## config.mk

```make
export PLATFORM = sky130hd
export DESIGN_NAME = sync_mux_nto1
export DESIGN_NICKNAME = d
export VERILOG_FILES = /design/src/rtl/sync_mux_pkg.sv /design/src/rtl/sync_mux_settle_cnt.sv /design/src/rtl/sync_mux_nto1.sv
export SDC_FILE = /design/constraint.sdc
export NUM_CORES = 1
export LEC_CHECK = 0
export ABC_CLOCK_PERIOD_IN_PS = 3000
export CAP_MARGIN = 20
export CORE_AREA = 3 3 73 75
export CTS_CLUSTER_DIAMETER = 80
export CTS_CLUSTER_SIZE = 30
export DETAILED_ROUTE_END_ITERATION = 12
export DIE_AREA = 0 0 76 78
export PLACE_DENSITY = 0.57
export SLEW_MARGIN = 5
export SYNTH_ARGS = -nofsm -noshare
export SYNTH_HDL_FRONTEND = slang
export SYNTH_SLANG_ARGS = --single-unit
```

## constraint.sdc

```tcl
create_clock -name clk -period 3 [get_ports clk]
set_clock_uncertainty 0.15 [all_clocks]
set_input_delay 0.6 -clock clk [delete_from_list [all_inputs] [get_ports clk]]
set_output_delay 0.6 -clock clk [all_outputs]
set_load 0.01 [all_outputs]
```

## src/rtl/sync_mux_pkg.sv

```systemverilog
// Shared types and constants for the sync_mux_nto1 registered multiplexer.
// Latency: n/a (declarations only).
// Backpressure: n/a.
package sync_mux_pkg;

  // Width of the settle countdown; also bounds SETTLE_CYC to 0..255.
  localparam int SETTLE_W = 8;

  // RUN: output tracks the current channel. SETTLE: output frozen while a
  // switchover counts down.
  typedef enum logic {
    RUN    = 1'b0,
    SETTLE = 1'b1
  } state_e;

endpackage

```

## src/rtl/sync_mux_settle_cnt.sv

```systemverilog
// Loadable down-counter that times the frozen window of a channel switchover.
// Latency: load/decrement visible one cycle after the edge; zero is combinational from the count.
// Backpressure: none; load has priority over dec and the count never wraps below zero.
//
// Ports:
//   clk, rst_n  clock and asynchronous active-low reset
//   load        load load_val on the next edge
//   load_val    reload value
//   dec         decrement on the next edge (ignored at zero)
//   zero        count is currently zero
module sync_mux_settle_cnt
  import sync_mux_pkg::*;
(
  input  logic                clk,
  input  logic                rst_n,
  input  logic                load,
  input  logic [SETTLE_W-1:0] load_val,
  input  logic                dec,
  output logic                zero
);

  logic [SETTLE_W-1:0] cnt_q;
  logic [SETTLE_W-1:0] cnt_d;

  always_comb begin
    cnt_d = cnt_q;
    if (load) begin
      cnt_d = load_val;
    end else if (dec && (cnt_q != '0)) begin
      cnt_d = cnt_q - 1'b1;
    end
  end

  always_ff @(posedge clk or negedge rst_n) begin
    if (!rst_n) begin
      cnt_q <= '0;
    end else begin
      cnt_q <= cnt_d;
    end
  end

  assign zero = (cnt_q == '0);

endmodule

```

## src/rtl/sync_mux_nto1.sv

```systemverilog
// N-input W-bit registered mux with frozen-output switchover, hold and bad-select flag.
// Latency: din to dout 1 cycle; a channel change shows new data SETTLE_CYC+1 cycles after it is sampled.
// Backpressure: none; hold freezes dout, sel changes during a switchover retarget it.
//
// Ports:
//   clk, rst_n  clock and asynchronous active-low reset
//   din         N packed channels, channel i at din[i*W +: W]
//   sel         requested channel
//   hold        freeze dout while high
//   dout        registered selected data
//   busy        switchover in progress
//   sel_chg     one-cycle pulse per accepted change or retarget
//   err         registered flag, sel >= N last cycle
//   chg_cnt     saturating count of completed switchovers (only with SYNC_MUX_CNT_EN)
//
// Build option: define SYNC_MUX_CNT_EN to add the chg_cnt port and its counter.
module sync_mux_nto1
  import sync_mux_pkg::*;
#(
  parameter int N          = 4,
  parameter int W          = 8,
  parameter int SETTLE_CYC = 2,
  parameter int SEL_W      = $clog2(N)
) (
  input  logic             clk,
  input  logic             rst_n,
  input  logic [N*W-1:0]   din,
  input  logic [SEL_W-1:0] sel,
  input  logic             hold,
  output logic [W-1:0]     dout,
  output logic             busy,
  output logic             sel_chg,
  output logic             err
`ifdef SYNC_MUX_CNT_EN
  ,
  output logic [15:0]      chg_cnt
`endif
);

  // One extra bit so N itself is representable when N is a power of two.
  localparam logic [SEL_W:0] N_EXT = (SEL_W+1)'(N);

  localparam logic [SETTLE_W-1:0] RELOAD =
    (SETTLE_CYC > 0) ? SETTLE_W'(SETTLE_CYC - 1) : '0;

  localparam bit IMMEDIATE = (SETTLE_CYC == 0);

  // Unpacked view of the channel bus for simple indexed selection.
  logic [W-1:0] ch [N];

  for (genvar i = 0; i < N; i++) begin : g_ch
    assign ch[i] = din[i*W +: W];
  end

  state_e           state_q, state_d;
  logic [SEL_W-1:0] cur_sel_q, cur_sel_d;
  logic [SEL_W-1:0] tgt_sel_q, tgt_sel_d;
  logic [W-1:0]     dout_q, dout_d;
  logic             busy_q, busy_d;
  logic             sel_chg_q, sel_chg_d;
  logic             err_q, err_d;

  logic             sel_ok;
  logic             cnt_load;
  logic             cnt_dec;
  logic             cnt_zero;
  logic             done;

  assign sel_ok = ({1'b0, sel} < N_EXT);

  sync_mux_settle_cnt u_settle_cnt (
    .clk      (clk),
    .rst_n    (rst_n),
    .load     (cnt_load),
    .load_val (RELOAD),
    .dec      (cnt_dec),
    .zero     (cnt_zero)
  );

  always_comb begin
    state_d   = state_q;
    cur_sel_d = cur_sel_q;
    tgt_sel_d = tgt_sel_q;
    dout_d    = dout_q;
    busy_d    = busy_q;
    sel_chg_d = 1'b0;
    err_d     = !sel_ok;
    cnt_load  = 1'b0;
    cnt_dec   = 1'b0;
    done      = 1'b0;

    case (state_q)
      RUN: begin
        if (sel_ok && (sel != cur_sel_q)) begin
          sel_chg_d = 1'b1;
          if (IMMEDIATE) begin
            cur_sel_d = sel;
            done      = 1'b1;
            if (!hold) begin
              dout_d = ch[sel];
            end
          end else begin
            // dout is left untouched from this edge until the window closes.
            tgt_sel_d = sel;
            cnt_load  = 1'b1;
            busy_d    = 1'b1;
            state_d   = SETTLE;
          end
        end else if (!hold) begin
          // Invalid selects fall here too: keep tracking the current channel.
          dout_d = ch[cur_sel_q];
        end
      end

      SETTLE: begin
        // A return to cur_sel is just another new target; no early exit.
        if (sel_ok && (sel != tgt_sel_q)) begin
          tgt_sel_d = sel;
          cnt_load  = 1'b1;
          sel_chg_d = 1'b1;
        end else if (!cnt_zero) begin
          cnt_dec = 1'b1;
        end else begin
          cur_sel_d = tgt_sel_q;
          busy_d    = 1'b0;
          state_d   = RUN;
          done      = 1'b1;
        end
      end

      default: begin
        state_d = RUN;
        busy_d  = 1'b0;
      end
    endcase
  end

  always_ff @(posedge clk or negedge rst_n) begin
    if (!rst_n) begin
      state_q   <= RUN;
      cur_sel_q <= '0;
      tgt_sel_q <= '0;
      dout_q    <= '0;
      busy_q    <= 1'b0;
      sel_chg_q <= 1'b0;
      err_q     <= 1'b0;
    end else begin
      state_q   <= state_d;
      cur_sel_q <= cur_sel_d;
      tgt_sel_q <= tgt_sel_d;
      dout_q    <= dout_d;
      busy_q    <= busy_d;
      sel_chg_q <= sel_chg_d;
      err_q     <= err_d;
    end
  end

  assign dout    = dout_q;
  assign busy    = busy_q;
  assign sel_chg = sel_chg_q;
  assign err     = err_q;

`ifdef SYNC_MUX_CNT_EN
  logic [15:0] chg_cnt_q, chg_cnt_d;

  always_comb begin
    chg_cnt_d = chg_cnt_q;
    if (done && (chg_cnt_q != 16'hFFFF)) begin
      chg_cnt_d = chg_cnt_q + 16'd1;
    end
  end

  always_ff @(posedge clk or negedge rst_n) begin
    if (!rst_n) begin
      chg_cnt_q <= '0;
    end else begin
      chg_cnt_q <= chg_cnt_d;
    end
  end

  assign chg_cnt = chg_cnt_q;
`else
  logic unused_done;
  assign unused_done = done;
`endif

endmodule
```

==> results_dict.tcl, run 1 <==
set metrics [dict create \
    slowest_stage "nor4_4" \
    clock.fmax_mhz 451.3 \
    die_area_mm2 0.005928 \
    cts.htree.levels 1 \
    ys_seq_area_frac 0.4129 \
    startpoint "sel[1]" \
    outcome "complete, no violations" \
    first_iter_violations 33 \
    power_w 0.001331 \
    timing_worst_slew_pin_value_ps 626.7 \
    post-route-min-period_ps 2216 \
    synth-edff-count 0 \
    area_delta_synth_final_pct 39.50 \
    maxSlewViolCount 0 \
    ys_top_cells_by_area "dfrtp_1 (41%), mux4_2 (13%), mux2_2 (11%), a211oi_2 (4.5%), mux2i_1 (4.3%)" \
    setup_viol 0 \
    grt_pass1_wl_um 5554 \
    final_nets 191 \
    antenna_found_initial 0 \
    cp_num_cells 4 \
    synth_seq_cells 23 \
    synth_cell_types 29 \
    r2r-end "dout[0]" \
    tns_ps 0 \
    synth_area_mm2 0.001394 \
    syn_inst 106 \
    reg2reg_from "cur_sel_q[0]" \
    ys_warn_count 0 \
    finalHoldViolations 0 \
    cts-root-buf "clkbuf_8" \
    crit_type "in -> reg" \
    num_rows 25 \
    clk_path_buf_depth 2 \
    path_cells "clkdlybuf4s50_1 -> xor2_2 -> nor4_4 -> mux2_2" \
    post_route_cells_drive_above_1_share 0.2517 \
    top_layer "met4" \
    io_pins 48 \
    grt_max_degree 24 \
    ir_drop_mv 0.3256 \
    critPathRequiredTime_ps 3010 \
    die-height_um 78 \
    cts_tree "yes" \
    port_buffers 46 \
    cp_num_buf_inv 1 \
    grt_overflow 0 \
    core_mm2 0.004723 \
    cp-endpoint "dout[0]" \
    post-cts-setup-buffers 0 \
    multi_input_area_um2 744.5 \
    endpoint_kind "register" \
    worstPathArrival_ps 2220 \
    yosysTopAreaCellShare 0.4129 \
    netlist.top_cell.by_area "dfrtp_1" \
    vias 1037 \
    clk_latency_ps 260 \
    path_clk_slew_ps 80 \
    die_w_um 76 \
    vias_per_cell 4.757 \
    max_stage_delay_ps 510 \
    wl_met3_um 255 \
    r2r_setup_slack_ps 930 \
    drt-met1-wl_um 1324 \
    antenna_left 0 \
    floorplan.initialDensity 0.2951 \
    layout_common_cells "clkdlybuf4s50_1 (46), dfrtp_1 (23), mux2_2 (13)" \
    grt_usage 0.1174 \
    max_slew_margin 0.5822 \
    rsz0062_at_grt "false" \
    synth_ff_type "dfrtp_1" \
    syn-num-nets 145 \
    regArea_um2 575.6 \
    syn_avg_cell_area_um2 13.15 \
    p_leak_nw 0.7414 \
    fill_cells 449 \
    n_antenna_cell 0 \
    cts.sinks 23 \
    hold_path.class "reg -> reg" \
    layout_commonest_cell "clkdlybuf4s50_1" \
    drt_pass1_iterations 4 \
    crit_path_start_kind "primary input" \
    period_share 0.7386 \
    ctsHoldBuffers 0 \
    wl_um 3281 \
    cts_resized 0 \
    grt_pass1_vias 1083 \
    numCtsBuffers 3 \
    crit_family "simple AND/OR/NAND/NOR gates" \
    dr_wl_met2_um 1697 \
    dp_hpwl_um 2539 \
    async_flop_share 1.000 \
    cap_violations 0 \
    worst-path-max-fanout 8 \
    routedWlPerCell_um 15.05 \
    reg2reg_depth 3 \
    cellPowerDensity_mw_per_mm2 684.7 \
    drc 0 \
    routabilityCongestion 0.7535 \
]
-- worst register-to-register path: stages (launching register included) --
cell	delay, ps
dfrtp_1	750
xor2_2	220
nor4_4	450
mux2_2	400
-- where the power goes --
group | internal, W | leakage [nW] | total [W] | switching (W)
registers | 0.000406 | 0.291 | 0.000523 | 0.000118
logic | 0.000387 | 0.425 | 0.000615 | 0.000228
clock network | 0.0000927 | 0.0255 | 0.000193 | 0.000100
total | 0.000885 | 0.741 | 0.00133 | 0.000446
-- worst min path at each step --
stage	from	end	cells past startpoint
floorplan	rst_n	busy	0
global placement	busy	busy	1
detailed placement	busy	busy	1
CTS	busy	busy	1
global route	busy	busy	1
finish	busy	busy	1
-- logic make-up after synthesis --
family / count (synthesis) / share of synthesized area
AOI/OAI and AO/OA: 21 / 0.1176
xor gates and xnor gates: 4 / 0.03591
adders and majority gates: 2 / 0.01795
buffers and inverters: 11 / 0.05296
DFF: 23 / 0.4129
muxes: 27 / 0.2774
other: 1 / 0.002690
and+or+nand+nor: 17 / 0.08259
-- through the flow --
stage	cells	worst slack, ps	hold WS [ps]	area, um2	util
after detailed placement	214	462.3	336.8	1898	0.4019
after global placement	214	528.7	330.1	1898	0.4019
after global routing	218	669.7	377.1	1944	0.4117
after CTS	218	749.3	356.8	1944	0.4117
after floorplan	106	1175	154.4	1394	-
final	218	784.2	349.2	1944	0.4117
-- layer usage --
metal  GRT usage  vias to the layer above
li1            -                      482
met3     0.04524                        2
met5           0                        -
met4     0.01087                        0
met1      0.1308                      515
met2      0.2199                       38
-- final cells by class --
| class | instances | area share |
|---|---|---|
| Multi-Input combinational cell | 72 | 0.3829 |
| Timing Repair Buffer | 49 | 0.2484 |
| Sequential cell | 23 | 0.2960 |
| Clock buffer | 3 | 0.02124 |
| Clock inverter | 1 | 0.002574 |
| Tap cell | 67 | 0.04311 |
| Inverter | 3 | 0.005792 |
-- synth_stat cells (2+ instances only) --
| cell type | n |
|---|---|
| a211oi_2 | 5 |
| buf_2 | 2 |
| buf_4 | 4 |
| buf_6 | 2 |
| dfrtp_1 | 23 |
| ha_1 | 2 |
| inv_1 | 3 |
| mux2_2 | 13 |
| mux2i_1 | 6 |
| mux4_2 | 8 |
| nand2_1 | 2 |
| nor2_1 | 5 |
| nor3_2 | 2 |
| o21ai_0 | 6 |
| o21bai_1 | 6 |
| or3_1 | 2 |
| xnor2_1 | 2 |
| xor2_2 | 2 |
-- registers in the layout, summed over array words and instances (netlist names) --
name / count
sel_chg: 1
tgt_sel_q: 2
u_settle_cnt.cnt_q: 8
dout: 8
state_q: 1
busy: 1
cur_sel_q: 2
No activity file was read; power rests on OpenSTA's default activity.
==> run 2: changes to the inputs <==
--- a/config.mk
+++ b/config.mk
@@ -5,14 +5,14 @@
 export SDC_FILE = /design/constraint.sdc
 export NUM_CORES = 1
 export LEC_CHECK = 0
-export ABC_CLOCK_PERIOD_IN_PS = 3000
+export ABC_CLOCK_PERIOD_IN_PS = 1950
 export CAP_MARGIN = 20
 export CORE_AREA = 3 3 73 75
 export CTS_CLUSTER_DIAMETER = 80
 export CTS_CLUSTER_SIZE = 30
 export DETAILED_ROUTE_END_ITERATION = 12
 export DIE_AREA = 0 0 76 78
-export PLACE_DENSITY = 0.57
+export PLACE_DENSITY = 0.59
 export SLEW_MARGIN = 5
 export SYNTH_ARGS = -nofsm -noshare
 export SYNTH_HDL_FRONTEND = slang
==> constraint.sdc (replaced) <==
create_clock -name clk -period 1.95 [get_ports clk]
set_clock_uncertainty 0.15 [all_clocks]
set_input_delay 0.39 -clock clk [delete_from_list [all_inputs] [get_ports clk]]
set_output_delay 0.39 -clock clk [all_outputs]
set_load 0.01 [all_outputs]
==> run 2 against run 1 <==
Count of clock-buffer cells in the layout stayed put. Power increased by 61%. First-iteration DRC count up 24%. Combinational power increased by 84%. Sequential share of layout area shrank 1.9 points. Via count grew 0.68%. Critical path depth down 1. Sequential power is 40% higher. Highest routed layer unchanged.
==> results_dict.tcl, run 2 (synthesis gave the netlist of run 1 again) <==
set metrics [dict create \
    outcome "complete, no violations" \
    grtUsageMet3 0.03248 \
    final_nets 199 \
    routedWlPerCell_um 14.71 \
    vias_per_cell 4.619 \
    dp_hpwl_um 2543 \
    grtUsageMet1 0.1332 \
    antenna_left 0 \
    cellPowerDensity_mw_per_mm2 1036 \
    cts.sinks 23 \
    clock.fmax_mhz 561.1 \
    hold_path.class "in -> async" \
    post_route_cells_drive_above_1_share 0.2956 \
    tns_ps 0 \
    grt_overflow 0 \
    io_pins 48 \
    drt_pass1_iterations 4 \
    worstPathArrival_ps 1780 \
    area_delta_synth_final_pct 48.83 \
    ir_drop_mv 0.2918 \
    clk_latency_ps 260 \
    worst-path-max-fanout 8 \
    antenna_found_initial 0 \
    period_share 0.9140 \
    critPathRequiredTime_ps 1950 \
    finalHoldViolations 0 \
    grt_pass1_wl_um 5561 \
    multi_input_area_um2 767.0 \
    maxSlewViolCount 0 \
    floorplan.initialDensity 0.2951 \
    layout_common_cells "clkdlybuf4s50_1 (44), dfrtp_1 (23), mux2_2 (13)" \
    cts_resized 0 \
    dp_cells 221 \
    top_usage_layer "met2" \
    drc 0 \
    ctsHoldBuffers 0 \
    num_rows 25 \
    vias 1044 \
    routabilityCongestion 0.6900 \
    cts-root-buf "clkbuf_8" \
    post-route-min-period_ps 1782 \
    layout_commonest_cell "clkdlybuf4s50_1" \
    die-height_um 78 \
    p_leak_nw 0.8190 \
    cts.htree.levels 1 \
    fill_cells 451 \
    crit_path_start_kind "register" \
    die_w_um 76 \
    grt_pass1_vias 1113 \
    wl_um 3324 \
    cap_violations 0 \
    regArea_um2 575.6 \
    setup_viol 0 \
    r2r_setup_slack_ps 170 \
    port_buffers 46 \
    grt_usage 0.1160 \
    grt_max_degree 24 \
    endpoint_kind "register" \
    cts_tree "yes" \
    clk_path_buf_depth 2 \
    crit_type "reg -> reg" \
    rsz0062_at_grt "false" \
    first_iter_violations 41 \
    die_area_mm2 0.005928 \
    numCtsBuffers 3 \
    final_cells 226 \
    n_antenna_cell 0 \
    core_mm2 0.004723 \
    grtUsageMet2 0.2190 \
    post-cts-setup-buffers 0 \
    path_clk_slew_ps 80 \
]
==> run 2: per-stage QoR <==
step | total power [W] | utilization | setup WS [ps] | hold WS (ps) | area, um2
finish | 0.002149 | 0.4392 | 167.7 | 340.1 | 2074
global route | 0.002309 | 0.4392 | 47.77 | 362.7 | 2074
floorplan | 0.001426 | - | 200.4 | -55.59 | 1394
global placement | 0.001818 | 0.4183 | -203.7 | 327.1 | 1976
detailed placement | 0.001854 | 0.4183 | -256.2 | 329.4 | 1976
CTS | 0.002151 | 0.4281 | 1.503 | 347.8 | 2022
==> run 2: critical path: stages (launching register included) <==
cell and delay (ps):
dfrtp_1 460, buf_4 260, mux4_2 530, mux2_2 270
==> run 2: per-layer routing <==
layer | share of wire | vias to the layer above
li1 | - | 493
met3 | 0.065 | 2
met5 | 0 | -
met1 | 0.41 | 512
met2 | 0.52 | 37
met4 | 0.0021 | 0
==> run 2: path summary, 6_finish.rpt <==
path,cells after the start,from,endpoint
max,3,cur_sel_q[0],dout[7]
min,2,rst_n,dout[4]
max reg2reg,3,cur_sel_q[0],dout[7]
min reg2reg,1,busy,busy
max in group asynchronous,2,rst_n,u_settle_cnt.cnt_q[1]
min in group clk,1,busy,busy
==> run 2: final cells by class <==
cell class,instances,area share
Clock buffer,3,0.01990
Multi-Input combinational cell,72,0.3697
Clock inverter,1,0.002413
Inverter,3,0.005428
Timing Repair Buffer,57,0.2847
Tap cell,67,0.04041
Sequential cell,23,0.2774
==> run 2: where the power goes <==
part,switching [W],internal [W]
clock network,0.000148,0.000142
registers,0.000107,0.000626
logic,0.000458,0.000669
total,0.000713,0.00144
